### src/rtl/vdiv_32by16_pkg.sv
// Shared definitions for the 32/16 restoring divider: FSM encoding and
// full-adder helpers used to build the subtract chain.
package vdiv_32by16_pkg;

   typedef enum logic [1:0] {
      ST_IDLE = 2'd0,
      ST_RUN  = 2'd1,
      ST_DONE = 2'd2
   } state_t;

   function automatic logic fa_sum(input logic x, input logic y, input logic ci);
      return x ^ y ^ ci;
   endfunction

   function automatic logic fa_carry(input logic x, input logic y, input logic ci);
      return (x & y) | (x & ci) | (y & ci);
   endfunction

endpackage

### src/rtl/vdiv_32by16_step.sv
// One combinational restoring-division step: shift in the next dividend bit,
// trial-subtract the divisor through a full-adder chain, keep or restore.
module div_step
   import vdiv_32by16_pkg::*;
#(
   parameter int VW = 16
) (
   input  logic [VW-1:0] p,
   input  logic          msb_in,
   input  logic [VW-1:0] b,
   output logic [VW-1:0] p_next,
   output logic          qbit
);

   logic [VW:0]   t_s;
   logic [VW-1:0] diff_s;
   logic          cy_s;

   assign t_s = {p, msb_in};

   // t - {0,b} as t + ~{0,b} + 1; carry out of the top stage means no borrow (t >= b).
   // The top difference bit is always zero when kept, so only its carry is formed.
   always_comb begin
      cy_s   = 1'b1;
      diff_s = '0;
      for (int i = 0; i < VW; i++) begin
         diff_s[i] = fa_sum(t_s[i], ~b[i], cy_s);
         cy_s      = fa_carry(t_s[i], ~b[i], cy_s);
      end
      qbit = fa_carry(t_s[VW], 1'b1, cy_s);
      if (qbit) begin
         p_next = diff_s;
      end else begin
         p_next = t_s[VW-1:0];
      end
   end

endmodule

### src/rtl/vdiv_32by16.sv
// Sequential restoring divider, DW-bit dividend by VW-bit divisor, one
// quotient bit per clock; results are held until the next accepted start.
module vdiv_32by16
   import vdiv_32by16_pkg::*;
#(
   parameter int DW = 32,
   parameter int VW = 16
) (
   input  logic          clk,
   input  logic          rst_n,
   input  logic          start,
   input  logic [DW-1:0] a,
   input  logic [VW-1:0] b,
   output logic          busy,
   output logic          done,
   output logic [DW-1:0] q,
   output logic [VW-1:0] r,
   output logic          dz
);

   localparam int            CW   = $clog2(DW);
   localparam logic [CW-1:0] LAST = CW'(DW - 1);

   state_t        state_r, state_s;
   logic [CW-1:0] cnt_r;
   logic [VW-1:0] p_r, b_r, p_next_s, r_r;
   logic [DW-1:0] s_r, s_shift_s, q_r;
   logic          dz_r, qbit_s, accept_s;

   div_step #(.VW(VW)) u_step (
      .p      (p_r),
      .msb_in (s_r[DW-1]),
      .b      (b_r),
      .p_next (p_next_s),
      .qbit   (qbit_s)
   );

   assign s_shift_s = {s_r[DW-2:0], qbit_s};
   assign accept_s  = start && ((state_r == ST_IDLE) || (state_r == ST_DONE));

   // Next-state logic; a zero divisor still passes through RUN for one cycle.
   always_comb begin
      state_s = state_r;
      case (state_r)
         ST_IDLE, ST_DONE: begin
            if (start) begin
               state_s = ST_RUN;
            end else begin
               state_s = ST_IDLE;
            end
         end
         ST_RUN: begin
            if (cnt_r == LAST) begin
               state_s = ST_DONE;
            end else begin
               state_s = ST_RUN;
            end
         end
         default: state_s = ST_IDLE;
      endcase
   end

   // State register.
   always_ff @(posedge clk or negedge rst_n) begin
      if (!rst_n) begin
         state_r <= ST_IDLE;
      end else begin
         state_r <= state_s;
      end
   end

   // Operand capture, iteration and result registers.
   always_ff @(posedge clk or negedge rst_n) begin
      if (!rst_n) begin
         cnt_r <= '0;
         p_r   <= '0;
         s_r   <= '0;
         b_r   <= '0;
         q_r   <= '0;
         r_r   <= '0;
         dz_r  <= 1'b0;
      end else if (accept_s) begin
         s_r   <= a;
         b_r   <= b;
         p_r   <= '0;
         // Zero divisor jumps straight to the last iteration so it completes next edge.
         cnt_r <= (b == '0) ? LAST : '0;
      end else if (state_r == ST_RUN) begin
         if (b_r == '0) begin
            q_r  <= {DW{1'b1}};
            r_r  <= s_r[VW-1:0];
            dz_r <= 1'b1;
         end else begin
            p_r <= p_next_s;
            s_r <= s_shift_s;
            if (cnt_r == LAST) begin
               q_r  <= s_shift_s;
               r_r  <= p_next_s;
               dz_r <= 1'b0;
            end else begin
               cnt_r <= cnt_r + CW'(1);
            end
         end
      end
   end

   assign busy = (state_r == ST_RUN);
   assign done = (state_r == ST_DONE);
   assign q    = q_r;
   assign r    = r_r;
   assign dz   = dz_r;

endmodule

### config.mk
export PLATFORM = sky130hd
export DESIGN_NAME = vdiv_32by16
export DESIGN_NICKNAME = d
export VERILOG_FILES = /design/src/rtl/vdiv_32by16_pkg.sv /design/src/rtl/vdiv_32by16_step.sv /design/src/rtl/vdiv_32by16.sv
export SDC_FILE = /design/constraint.sdc
export NUM_CORES = 1
export LEC_CHECK = 0
export CAP_MARGIN = 0
export CELL_PAD_IN_SITES_DETAIL_PLACEMENT = 1
export CELL_PAD_IN_SITES_GLOBAL_PLACEMENT = 1
export CORE_ASPECT_RATIO = 1.25
export CORE_MARGIN = 1
export CORE_UTILIZATION = 42
export CTS_BUF_LIST = sky130_fd_sc_hd__clkbuf_2 sky130_fd_sc_hd__clkbuf_4 sky130_fd_sc_hd__clkbuf_8
export CTS_CLUSTER_SIZE = 24
export DETAILED_ROUTE_END_ITERATION = 6
export PLACE_DENSITY = 0.85
export SYNTH_ARGS = -nofsm -noshare
export SYNTH_HDL_FRONTEND = slang
export SYNTH_SLANG_ARGS = --single-unit
### constraint.sdc
create_clock -name clk -period 9.1 [get_ports clk]
set_input_delay 1.82 -clock clk [delete_from_list [all_inputs] [get_ports clk]]
set_output_delay 1.82 -clock clk [all_outputs]
set_load 0.01 [all_outputs]
==> results.txt <==
Outcome -> finished, final reports clean
Area of the multi-input gates -> 2350 um2
WL final -> 17200 um
Design Area, Final -> 7170 um2
Final hold vios -> 0
Leakage -> 3.23 nW
Placed insts -> 776
EDFF count, synth -> 0
Power Total -> 2.77 mW
RSZ-0062 raised after global routing -> false
Nets -> 696
Tot GR Track Use -> 0.268
Relative slew slack -> 0.262
First-pass iteration count of the detailed router -> 5
Synth Flop Type -> dfrtp_1
Worst Path Max Fanout -> 19
Initial antenna violation count -> 0
HP Class -> register to register
DRC -> 0
# IOs -> 102
Die ar. -> 13900 um2
Achievable Freq -> 0.123 GHz
Async SR Flop Fraction -> 1.00
DR iter-0 viols -> 252
Setup TNS -> 0 ps
Max-cap violations -> 0
Die Ht -> 131 um
Crit-path max cell delay -> 430 ps
Arrival time at the worst endpoint -> 8410 ps
Post-cts repair resize count -> 0
Synth Area per Inst -> 10.4 um2
Via/cell ratio -> 5.83
# Post-CTS Setup Buffers -> 0
Initial Util -> 0.436
H-tree Lvls -> 4
Most common cell on crit path -> fa_1
VDD IR max -> 0.158 mV
Ratio of cells with drive above 1 in the final layout -> 0.0781
Clock skew -> 13.2 ps
Period Utilization, post-route -> 0.890
CP max-delay cell -> fa_1
DIE WIDTH -> 106 um
Final Critical Period -> 8100 ps
Pre-CTS setup slack -> 1200 ps
CTS Hold Buffers Added -> 0
Yosys warning count -> 0
Crit-path cells -> inv_1, ha_1, inv_1, fa_1, fa_1, fa_1, fa_1, fa_1, fa_1, fa_1, fa_1, fa_1, fa_1, fa_1, fa_1, fa_1, fa_1, fa_1, nor2_2, buf_4, mux2i_1, nand3_1, o21ai_0, a21oi_1
CTS root buffer -> clkbuf_8
FF/Latch Area -> 3000 um2
Core area -> 12900 um2
Post-DP HPWL -> 11500 um
Post-DRT Antenna Nets -> 0
Rows -> 46
Routed len/inst -> 21.3 um
Area growth, synth to finish -> 27.4%
Synth Register Bits -> 120
Clock sink count -> 120
Congestion Overflow GR -> 0
N_diodes -> 0
Setup ws final -> 1000 ps
Vias in the first global route -> 5227
Syn Std Cell Area -> 5620 um2
Clk_lat worst skew -> 440 ps
Startpoint type of the worst setup path -> register
Largest net degree at the start of global routing -> 88
PD cells -> 386 nW/um2
Final setup viols -> 0
CTS tree -> done
Post-Syn Instances -> 542
Pins over their slew limit -> 0
Routability Congestion -> 0.809
Fillers -> 1421
Max clock buf depth -> 2
Mapped Nets -> 611
Clock buffer count from CTS -> 17
Final non-filler cell total -> 808
Required @ worst endpoint -> 9410 ps
Worst Path Class, Setup -> register to register
Clk slew on worst S/H paths -> 70 ps
Worst setup EP type -> register
Synth unique cells -> 36
Sequential area share after synthesis -> 0.534
Wire length of the first global-routing pass -> 28500 um
PortBufs -> 101
Slew @ Worst Pin -> 1100 ps
DP Area -> 6700 um2
Vias -> 4712
-- worst paths after layout --
check,from,endpoint,slack [ps],cells after the start
setup / recovery,s_r[31]$_DFFE_PN0P_,r[4]$_DFFE_PN0P_,1000,24
hold / removal,dz$_DFFE_PN0P_,dz$_DFFE_PN0P_,500,2
setup reg to reg,s_r[31]$_DFFE_PN0P_,r[4]$_DFFE_PN0P_,1000,24
hold reg to reg,dz$_DFFE_PN0P_,dz$_DFFE_PN0P_,500,2
max in group asynchronous,rst_n,p_r[3]$_DFFE_PN0P_,6290,2
min in group asynchronous,rst_n,cnt_r[2]$_DFFE_PN0P_,1330,1
-- metal layers --
layer,routed length (um),GRT usage,part of all wire,vias to the layer above
met5,0,0,0,-
met4,653,0.137,0.038,0
met2,8620,0.428,0.50,177
met1,7040,0.341,0.41,2413
met3,890,0.0580,0.052,47
li1,-,-,-,2075
-- synth_stat cells, types with 4 or more instances --
library cell	instances	area share
a21oi_1	17	0.015
a221o_1	30	0.053
inv_1	20	0.013
clkbuf_1	28	0.019
nor2_1	18	0.012
mux2i_1	17	0.030
nor4_1	4	0.0044
buf_2	7	0.0062
nor4_4	4	0.015
dfrtp_1	120	0.53
nand2_1	84	0.056
fa_1	15	0.053
o21ai_0	50	0.044
buf_6	4	0.0080
nand3_1	62	0.055
and3_1	34	0.038
-- power by group --
group	switching (mW)	leakage, nW	internal [mW]
Sequential	0.237	1.50	0.786
Clock	0.210	0.238	0.355
Combinational	0.625	1.49	0.552
-- cell families (layout without fill, tap and decap cells) --
family / after synthesis / in the layout / share of synthesized area
AO/OA/AOI/OAI: 109 / 109 / 0.131
XOR/XNOR: 1 / 1 / 0.00156
adder cells (fa/ha/maj): 18 / 18 / 0.0601
buffers and inverters: 62 / 160 / 0.0496
flip-flops: 120 / 120 / 0.534
multiplexers: 17 / 17 / 0.0303
AND/OR/NAND/NOR: 215 / 215 / 0.194
-- state kept, by name, indices dropped and copies added (netlist names) --
register  flops
cnt_r         5
state_r       2
p_r          16
dz            1
b_r          16
r            16
s_r          32
q            32
-- stage by stage --
| step | hold WS, ps | utilization |
|---|---|---|
| floorplan | 477 | - |
| global placement | 464 | 0.520 |
| detailed placement | 480 | 0.520 |
| CTS | 498 | 0.556 |
| global route | 532 | 0.556 |
| finish | 496 | 0.556 |
-- layout make-up --
cell class | instances | area share
sequential | 120 | 0.419
multi-input combinational | 360 | 0.328
timing repair buffer | 108 | 0.148
clock buffer | 24 | 0.0417
tap | 168 | 0.0293
clock inverter | 8 | 0.0234
inverter | 20 | 0.0105
-- worst max-delay path, delay by kind of cell (launching register included) --
kind            cells  cell delay (ps)
mux                 1              300
simple gates        2              270
fa+ha+maj          16             6220
buf+inv             3              470
compound gates      2              330
flops               1              390
-- placed cells by master (no fill, tap or decap), drive strengths merged, types with 5 or more instances in the layout --
master	n
a21oi	18
a221o	30
and3	34
buf	8
bufinv	5
clkbuf	24
clkdlybuf4s50	100
dfrtp	120
fa	15
inv	20
mux2i	17
nand2	84
nand3	62
nor2	19
nor4	8
o21ai	50
Power figures use the tool's default switching activity.
